--- config.mk ---
export PLATFORM = sky130hd
export DESIGN_NAME = fuzzy_sample_sequencer
export DESIGN_NICKNAME = d
export VERILOG_FILES = /design/src/rtl/fuzzy_sample_sequencer.sv
export SDC_FILE = /design/constraint.sdc
export NUM_CORES = 1
export LEC_CHECK = 0
export CORE_MARGIN = 2
export CORE_UTILIZATION = 28
export CTS_CLUSTER_SIZE = 24
export DETAILED_ROUTE_END_ITERATION = 10
export PLACE_DENSITY = 0.56
export SYNTH_ARGS = -nofsm -noshare
export SYNTH_HDL_FRONTEND = slang
export SYNTH_SLANG_ARGS = --single-unit
--- constraint.sdc ---
create_clock -name clk -period 3.7 [get_ports clk]
set_clock_uncertainty 0.2 [all_clocks]
set_input_delay 0.74 -clock clk [delete_from_list [all_inputs] [get_ports clk]]
set_output_delay 0.74 -clock clk [all_outputs]
set_load 0.02 [all_outputs]
--- src/rtl/fuzzy_sample_sequencer.sv ---
// ---------------------------------------------------------------------------
// fuzzy_sample_sequencer
//
// Front-end driver for the fuzzy flood-risk evaluator. Accepts a byte stream
// of alternating rain / soil-moisture samples, saturates each sample at
// MAX_LEVEL, and averages 2**AVG_LOG2 rain/soil pairs. The averages are
// presented on raw/sow, the evaluator is enabled for one cycle through ef,
// its registered risk byte is captured, and the result is returned to the
// consumer over a valid/ready handshake.
//
// Optional feature macro: FUZZ_RISK_ALARM_EN
//   defined   : alarm is a register updated on the CAPTURE edge with
//               (risk >= ALARM_LEVEL) and held until the next capture.
//   undefined : alarm is tied low and ALARM_LEVEL has no effect.
//
// Ports
//   clk       in   1  clock
//   rst_n     in   1  synchronous, active-low reset
//   s_data    in   8  sample byte (even index = rain, odd index = soil)
//   s_valid   in   1  s_data valid
//   s_ready   out  1  sample accepted this cycle when s_valid is high
//   raw       out  8  averaged rain level to evaluator (registered)
//   sow       out  8  averaged soil level to evaluator (registered)
//   ef        out  1  evaluator enable, one-cycle pulse
//   risk      in   8  evaluator's registered risk output
//   m_risk    out  8  captured risk result
//   m_valid   out  1  m_risk valid
//   m_ready   in   1  consumer accepts m_risk
//   busy      out  1  low only when idle (COLLECT_RAIN with no pairs taken)
//   alarm     out  1  risk alarm (see macro above)
//   dbg_state out  3  current FSM state, for observation
//
// Handshakes: a transfer happens at a rising edge where valid & ready are
// both high. Neither side may make valid depend on ready; the producer holds
// its data stable while valid is high and ready is low.
// ---------------------------------------------------------------------------
module fuzzy_sample_sequencer #(
  parameter int AVG_LOG2    = 2,
  parameter int MAX_LEVEL   = 100,
  parameter int ALARM_LEVEL = 170
) (
  input  logic       clk,
  input  logic       rst_n,
  input  logic [7:0] s_data,
  input  logic       s_valid,
  output logic       s_ready,
  output logic [7:0] raw,
  output logic [7:0] sow,
  output logic       ef,
  input  logic [7:0] risk,
  output logic [7:0] m_risk,
  output logic       m_valid,
  input  logic       m_ready,
  output logic       busy,
  output logic       alarm,
  output logic [2:0] dbg_state
);

  localparam int AW = 8 + AVG_LOG2;   // accumulator width, holds 2**AVG_LOG2 * 255
  localparam int CW = AVG_LOG2 + 1;   // pair counter must reach 2**AVG_LOG2
  localparam logic [CW-1:0] PAIRS = CW'(2 ** AVG_LOG2);
  localparam logic [7:0]    MAX_B = 8'(MAX_LEVEL);

  typedef enum logic [2:0] {
    S_COLLECT_RAIN = 3'd0,
    S_COLLECT_SOIL = 3'd1,
    S_EVAL         = 3'd2,
    S_CAPTURE      = 3'd3,
    S_OUTPUT       = 3'd4
  } state_t;

  state_t          state_q, state_d;
  logic [CW-1:0]   cnt_q, cnt_d;
  logic [AW-1:0]   sum_r_q, sum_r_d;
  logic [AW-1:0]   sum_s_q, sum_s_d;
  logic [7:0]      raw_q, raw_d;
  logic [7:0]      sow_q, sow_d;
  logic [7:0]      m_risk_q, m_risk_d;
  logic            m_valid_q, m_valid_d;

  logic [7:0]      sat;
  logic [AW-1:0]   sum_r_new;
  logic [AW-1:0]   sum_s_new;
  logic [CW-1:0]   cnt_inc;

  assign sat       = (s_data > MAX_B) ? MAX_B : s_data;
  assign sum_r_new = sum_r_q + AW'(sat);
  // Soil sum including the byte arriving now; the final average uses it.
  assign sum_s_new = sum_s_q + AW'(sat);
  assign cnt_inc   = cnt_q + CW'(1);

  always_ff @(posedge clk) begin
    if (!rst_n) begin
      state_q   <= S_COLLECT_RAIN;
      cnt_q     <= '0;
      sum_r_q   <= '0;
      sum_s_q   <= '0;
      raw_q     <= '0;
      sow_q     <= '0;
      m_risk_q  <= '0;
      m_valid_q <= 1'b0;
    end else begin
      state_q   <= state_d;
      cnt_q     <= cnt_d;
      sum_r_q   <= sum_r_d;
      sum_s_q   <= sum_s_d;
      raw_q     <= raw_d;
      sow_q     <= sow_d;
      m_risk_q  <= m_risk_d;
      m_valid_q <= m_valid_d;
    end
  end

  always_comb begin
    state_d   = state_q;
    cnt_d     = cnt_q;
    sum_r_d   = sum_r_q;
    sum_s_d   = sum_s_q;
    raw_d     = raw_q;
    sow_d     = sow_q;
    m_risk_d  = m_risk_q;
    m_valid_d = m_valid_q;
    case (state_q)
      S_COLLECT_RAIN: begin
        if (s_valid) begin
          sum_r_d = sum_r_new;
          state_d = S_COLLECT_SOIL;
        end
      end
      S_COLLECT_SOIL: begin
        if (s_valid) begin
          sum_s_d = sum_s_new;
          cnt_d   = cnt_inc;
          if (cnt_inc == PAIRS) begin
            // Truncating averages; the cast keeps the low byte, which is
            // exact because the shifted sum never exceeds 255.
            raw_d   = 8'(sum_r_q >> AVG_LOG2);
            sow_d   = 8'(sum_s_new >> AVG_LOG2);
            state_d = S_EVAL;
          end else begin
            state_d = S_COLLECT_RAIN;
          end
        end
      end
      S_EVAL: begin
        state_d = S_CAPTURE;
      end
      S_CAPTURE: begin
        // risk now holds what the evaluator registered at the EVAL edge.
        m_risk_d  = risk;
        m_valid_d = 1'b1;
        state_d   = S_OUTPUT;
      end
      S_OUTPUT: begin
        if (m_ready) begin
          m_valid_d = 1'b0;
          sum_r_d   = '0;
          sum_s_d   = '0;
          cnt_d     = '0;
          state_d   = S_COLLECT_RAIN;
        end
      end
      default: begin
        state_d = S_COLLECT_RAIN;
      end
    endcase
  end

  assign s_ready   = (state_q == S_COLLECT_RAIN) || (state_q == S_COLLECT_SOIL);
  assign ef        = (state_q == S_EVAL);
  assign busy      = !((state_q == S_COLLECT_RAIN) && (cnt_q == '0));
  assign raw       = raw_q;
  assign sow       = sow_q;
  assign m_risk    = m_risk_q;
  assign m_valid   = m_valid_q;
  assign dbg_state = state_q;

`ifdef FUZZ_RISK_ALARM_EN
  logic alarm_q;

  always_ff @(posedge clk) begin
    if (!rst_n) begin
      alarm_q <= 1'b0;
    end else if (state_q == S_CAPTURE) begin
      alarm_q <= (risk >= 8'(ALARM_LEVEL));
    end
  end

  assign alarm = alarm_q;
`else
  logic unused_alarm_level;

  assign unused_alarm_level = ^(8'(ALARM_LEVEL));
  assign alarm              = 1'b0;
`endif

endmodule

Word-level counts from Yosys, hierarchy flattened
Index checks and enable logic that the tools add are counted.
{ "word_totals": {"reg_bits": 51, "input_bits": 20, "romBits": 0, "n_memories": 0, "word_cells": 48, "latchBits": 0, "ram_bits": 0} }
{ "classes": {"n_shift": 0, "eq_ne": 8, "n_mux": 15, "n_div": 0, "addsub": 3, "n_reduce_logical": 13, "bitwise": 0, "order_cmp": 1, "mul": 0} }
{ "op_table": {"columns": ["cell", "n"], "rows": [
  ["$pmux W10 S2", 2],
  ["$mux W10", 3],
  ["$add A10 B8 Y10", 2],
  ["$pmux W3 S5", 1],
  ["$mux W3", 4],
  ["$reduce_and A3 Y1", 4],
  ["$gt A8 B7 Y1 const B", 1],
  ["$mux W8", 1],
  ["$eq A3 B2 Y1 const B", 2],
  ["$eq A3 B3 Y1 const B", 2],
  ["$logic_not A3 Y1", 2],
  ["$ne A2 B2 Y1 const B", 3],
  ["$pmux W3 S2", 1],
  ["$reduce_bool A2 Y1", 3],
  ["$add A3 B1 Y3 const B", 1],
  ["$eq A3 B1 Y1 const B", 1],
  ["$mux W2", 1],
  ["$pmux W1 S2", 1],
  ["$reduce_and A2 Y1", 1],
  ["$logic_and A1 B1 Y1", 1],
  ["$logic_not A1 Y1", 1],
  ["$logic_or A1 B1 Y1", 1],
  ["$mux W1", 1]
]} }

Logic depth before layout (Yosys ltp)
{ "logic_depth": {"depth_word": 5, "depth_mapped": 10, "ltp_nobuf": 10} }

Worst setup path before layout
OpenSTA, ideal clock, no wires.
{ "synth_timing": {"path_kind": "input to register", "start": "input s_data[4]", "end": "register sum_r_q[8]", "t_arrival_ns": 2.761, "required_time_ns": 3.380, "cell_stages": 10, "setup_time_ns": 0.120, "path_slack_ns": 0.619, "path_cell_list": "o311ai_4 > nand2_1 > xnor2_1 > ha_1 > a31oi_4 > o21bai_1 > maj3_2 > a221oi_2 > mux2i_1 > o21ai_1"} }
{ "synth_between": {"elab_chain_cells": 5} }
{ "synth_rtl": {"columns": ["element", "line_no", "source"], "rows": [
  ["start, declared", "44", "input logic [7:0] s_data,"],
  ["$gt A8 B7 Y1", "86", "assign sat = (s_data > MAX_B) ? MAX_B : s_data;"],
  ["$mux W8 (*)", "86", null],
  ["$add A10 B8 Y10 (*)", "87", "assign sum_r_new = sum_r_q + AW'(sat);"],
  ["$mux W10 (*)", "125", "if (s_valid) begin"],
  ["$pmux W10 S2 (*)", "123", "case (state_q)"],
  ["end signal, assigned", "105", "sum_r_q <= sum_r_d;"],
  ["end, declared", "74", "logic [AW-1:0] sum_r_q, sum_r_d;"]
]} }
Every way passes the cells marked *; elsewhere a longest branch is shown, timed or not. The select of a mux whose other input is x is not followed.
A chain may end at the register's enable or synchronous reset.

Worst setup path after layout
{ "layout_timing": {"start": "input s_data[6]", "end": "register sum_r_q[8]"} }
Same word-level chain as after synthesis.

==> results.md <==
* Synth unique cells at 56
* Final setup viols at 0
* Worst hold slack at 256 ps
* Leakage at 1.43 nW
* Count leader, synth: dfxtp_1
* Clk_lat worst skew at about 300 ps
* Hold Path Class: register to register
* Initial antenna violation count at 0
* Pre-CTS setup slack at between 60 and 70 ps
* Most used cell, CP: ha_1
* Register bit total from synthesis at slightly above 50
* Global route overflow at 0
* Synth top cells by count: 51 x dfxtp_1, 34 x nand2_1, 33 x nor2_1
* Buffers on Ports at 50
* Total Power at 1.28 mW
* Commonest register cell after synthesis: dfxtp_1
* Die height at approximately 100 um
* P per Cell Area at ~360 mW/mm^2
* Reg2reg setup slack at 1370 ps
* Final hold violation count at 0
* Cell area after synthesis at roughly 0.0028 sq mm
* # diodes at 0
* DR WL/cell at around 13 um
* Final WL at approximately 6700 um
* Placer Congestion at ~0.85
* Arrival @ worst endpoint at ~3300 ps
* CTS max path bufs at 2
* RSZ-0062 raised after global routing: false
* Nets at approximately 410
* Worst-path clk slew at about 90 ps
* Tot GR Track Use at between 10% and 20%
* Max-cap violations at 0
* Pre-antenna DRT Iters at 4
* Final period utilization at about nine tenths
* CP max FO at 5
* CTS tree: built
* WP data required at roughly 3700 ps
* Cell count after synthesis at approximately 330
* Critical path depth at 11
* Synth top area share at a little over a third
* Crit path buffers/inverters at 1
* Cell taking the most area after synthesis: dfxtp_1
* Initial Util at roughly 29%
* CP endpoint: sum_r_q[8]
* Register area share after synthesis at between 30% and 40%
* Status: finished, final reports clean
* Slowest stage cell, crit path: clkdlybuf4s50_1
* CP endpoint kind: register
* Sum Neg Setup Slack at 0 ps
* Final ANT Viol Nets at 0
* Top achievable clock speed at 0.301 GHz
* CP Launch Point: s_data[6]
* R2r startpoint: sum_r_q[2]
* Post-CTS Setup Bufs at 0
* Worst-Margin Slew at 614 ps
* R2r endpoint: sum_r_q[5]
* Final critical-path required period at about 3300 ps
* Vias in the first global route at 2,417
* Initial DRC Count at 54
* Vias at 2,453
* Largest net degree at the start of global routing at 39
* Post_cts resized at 0
* Area contributors post-synth: dfxtp_1 36%, ha_1 7.6%, nand2_1 4.6%, nor2_1 4.4%, a21oi_1 3.9%
* Area growth, synth to finish at 28.4%
* DRC at 0
* Mean Syn Cell Area at 8.58 sq um
* Async S/R FF share, synth at 0%
* First-pass GRT wire length at around 11,000 um
* Post-synth EDFFs at 0
* CP cell instances: clkdlybuf4s50_1, o311ai_4, and3_1, ha_1, ha_1, a31oi_4, o21bai_1, maj3_2, a221oi_2, mux2i_1, o21ai_1
* Layout cells sized above 1 at 9.28%
* Slew HR at between 50% and 60%
* Core footprint at roughly 0.01 sq mm
* R2r worst-path depth at 8
* Detailed placement HPWL at between 5000 and 6000 um
* CP max stage delay at between 500 and 600 ps
* Crit path launch type: input pin
* Delay-heaviest family, CP: compound AO/OA/AOI/OAI gates
* Fin. max-slew vios at 0
* Syn. warnings at 0
* CTS sink cnt at between 50 and 60
* Critical path class: input pin to register
* Die Wd at about 100 um
* Total CTS buffers at 5
* Die area at 0.0108 sq mm
* Hold-fix buffers, CTS at 0
* I/O Pins at 52
* H-tree levels at 2
* # rows at 36
* Worst setup margin at between 300 and 400 ps
* Root Driver: clkbuf_8
* VDD IR max at 157 uV
* DR vias/cell at just under 5
## worst min-delay path by stage
stage	from	end	cells past startpoint
6_report	raw[7]	raw[7]	2
4_1_cts	sow[4]	sow[4]	2
5_1_grt	sow[0]	sow[0]	2
3_3_place_gp	m_valid	m_valid	2
3_5_place_dp	m_valid	m_valid	2
2_1_floorplan	sum_r_q[9]	raw[7]	2
## layout by cell type, fill, tap and decap left out, types with 7 or more instances in the layout
master and instances:
clkdlybuf4s50_1 50, inv_1 10, nand2_1 34, nand3_1 15, a21oi_1 22, xnor2_1 12, nor3_1 11, ha_1 17
mux2i_1 11, nor2_1 33, a22oi_1 10, dfxtp_1 51, o21ai_0 8, buf_4 7
## flip-flops by register name, summed over array words and instances, names as in the netlist
signal,cells
sum_r_q,10
sum_s_q,10
m_risk,8
raw,8
sow,8
cnt_q,3
dbg_state,3
m_valid,1
## stage by stage
step	instance area [sq um]	utilization, %	instances
2_1_floorplan	2810	-	328
5_1_grt	3590	36.9	510
3_3_place_gp	3460	35.6	502
4_1_cts	3590	36.9	510
3_5_place_dp	3460	35.6	502
6_report	3590	36.9	510
## logic make-up (layout without fill, tap and decap cells)
| kind of cell | count (synthesis) | in the layout | share of synthesized area (%) |
|---|---|---|---|
| AND/OR/NAND/NOR | 121 | 121 | 20.5 |
| XOR/XNOR | 15 | 15 | 4.70 |
| other | 1 | 3 | 0.134 |
| flip-flops | 51 | 51 | 36.5 |
| buffers and inverters | 26 | 75 | 3.67 |
| AO/OA/AOI/OAI | 80 | 80 | 21.4 |
| multiplexers | 12 | 12 | 4.34 |
| adder cells (fa/ha/maj) | 20 | 20 | 8.72 |
## worst min-delay path, stage by stage, from the launching register on
cell     delay [ps]
dfxtp_1         320
nand2_1          50
a21oi_1          50
## layout make-up
class	count	area (sq um)
Inverter	10	37.5
Fill cell	1037	6140
Multi-Input combinational cell	251	1680
Timing Repair Buffer	57	553
Clock inverter	2	60.1
Clock buffer	6	72.6
Sequential cell	51	1020
Tap cell	133	166
## where the power goes
group	internal, mW	switching [mW]
registers	0.568	0.0248
clock network	0.270	0.185
logic	0.103	0.124
total	0.942	0.334
## layer usage
layer	routed length (um)	share of wire (%)	track usage, %	up-vias
met4	32	0.48	2.03	0
met2	3150	47	21.7	36
met3	180	2.7	2.19	7
met1	3320	50	16.6	1151
met5	0	0	0	-
li1	-	-	-	1259
(Power assumes the default switching activity.)
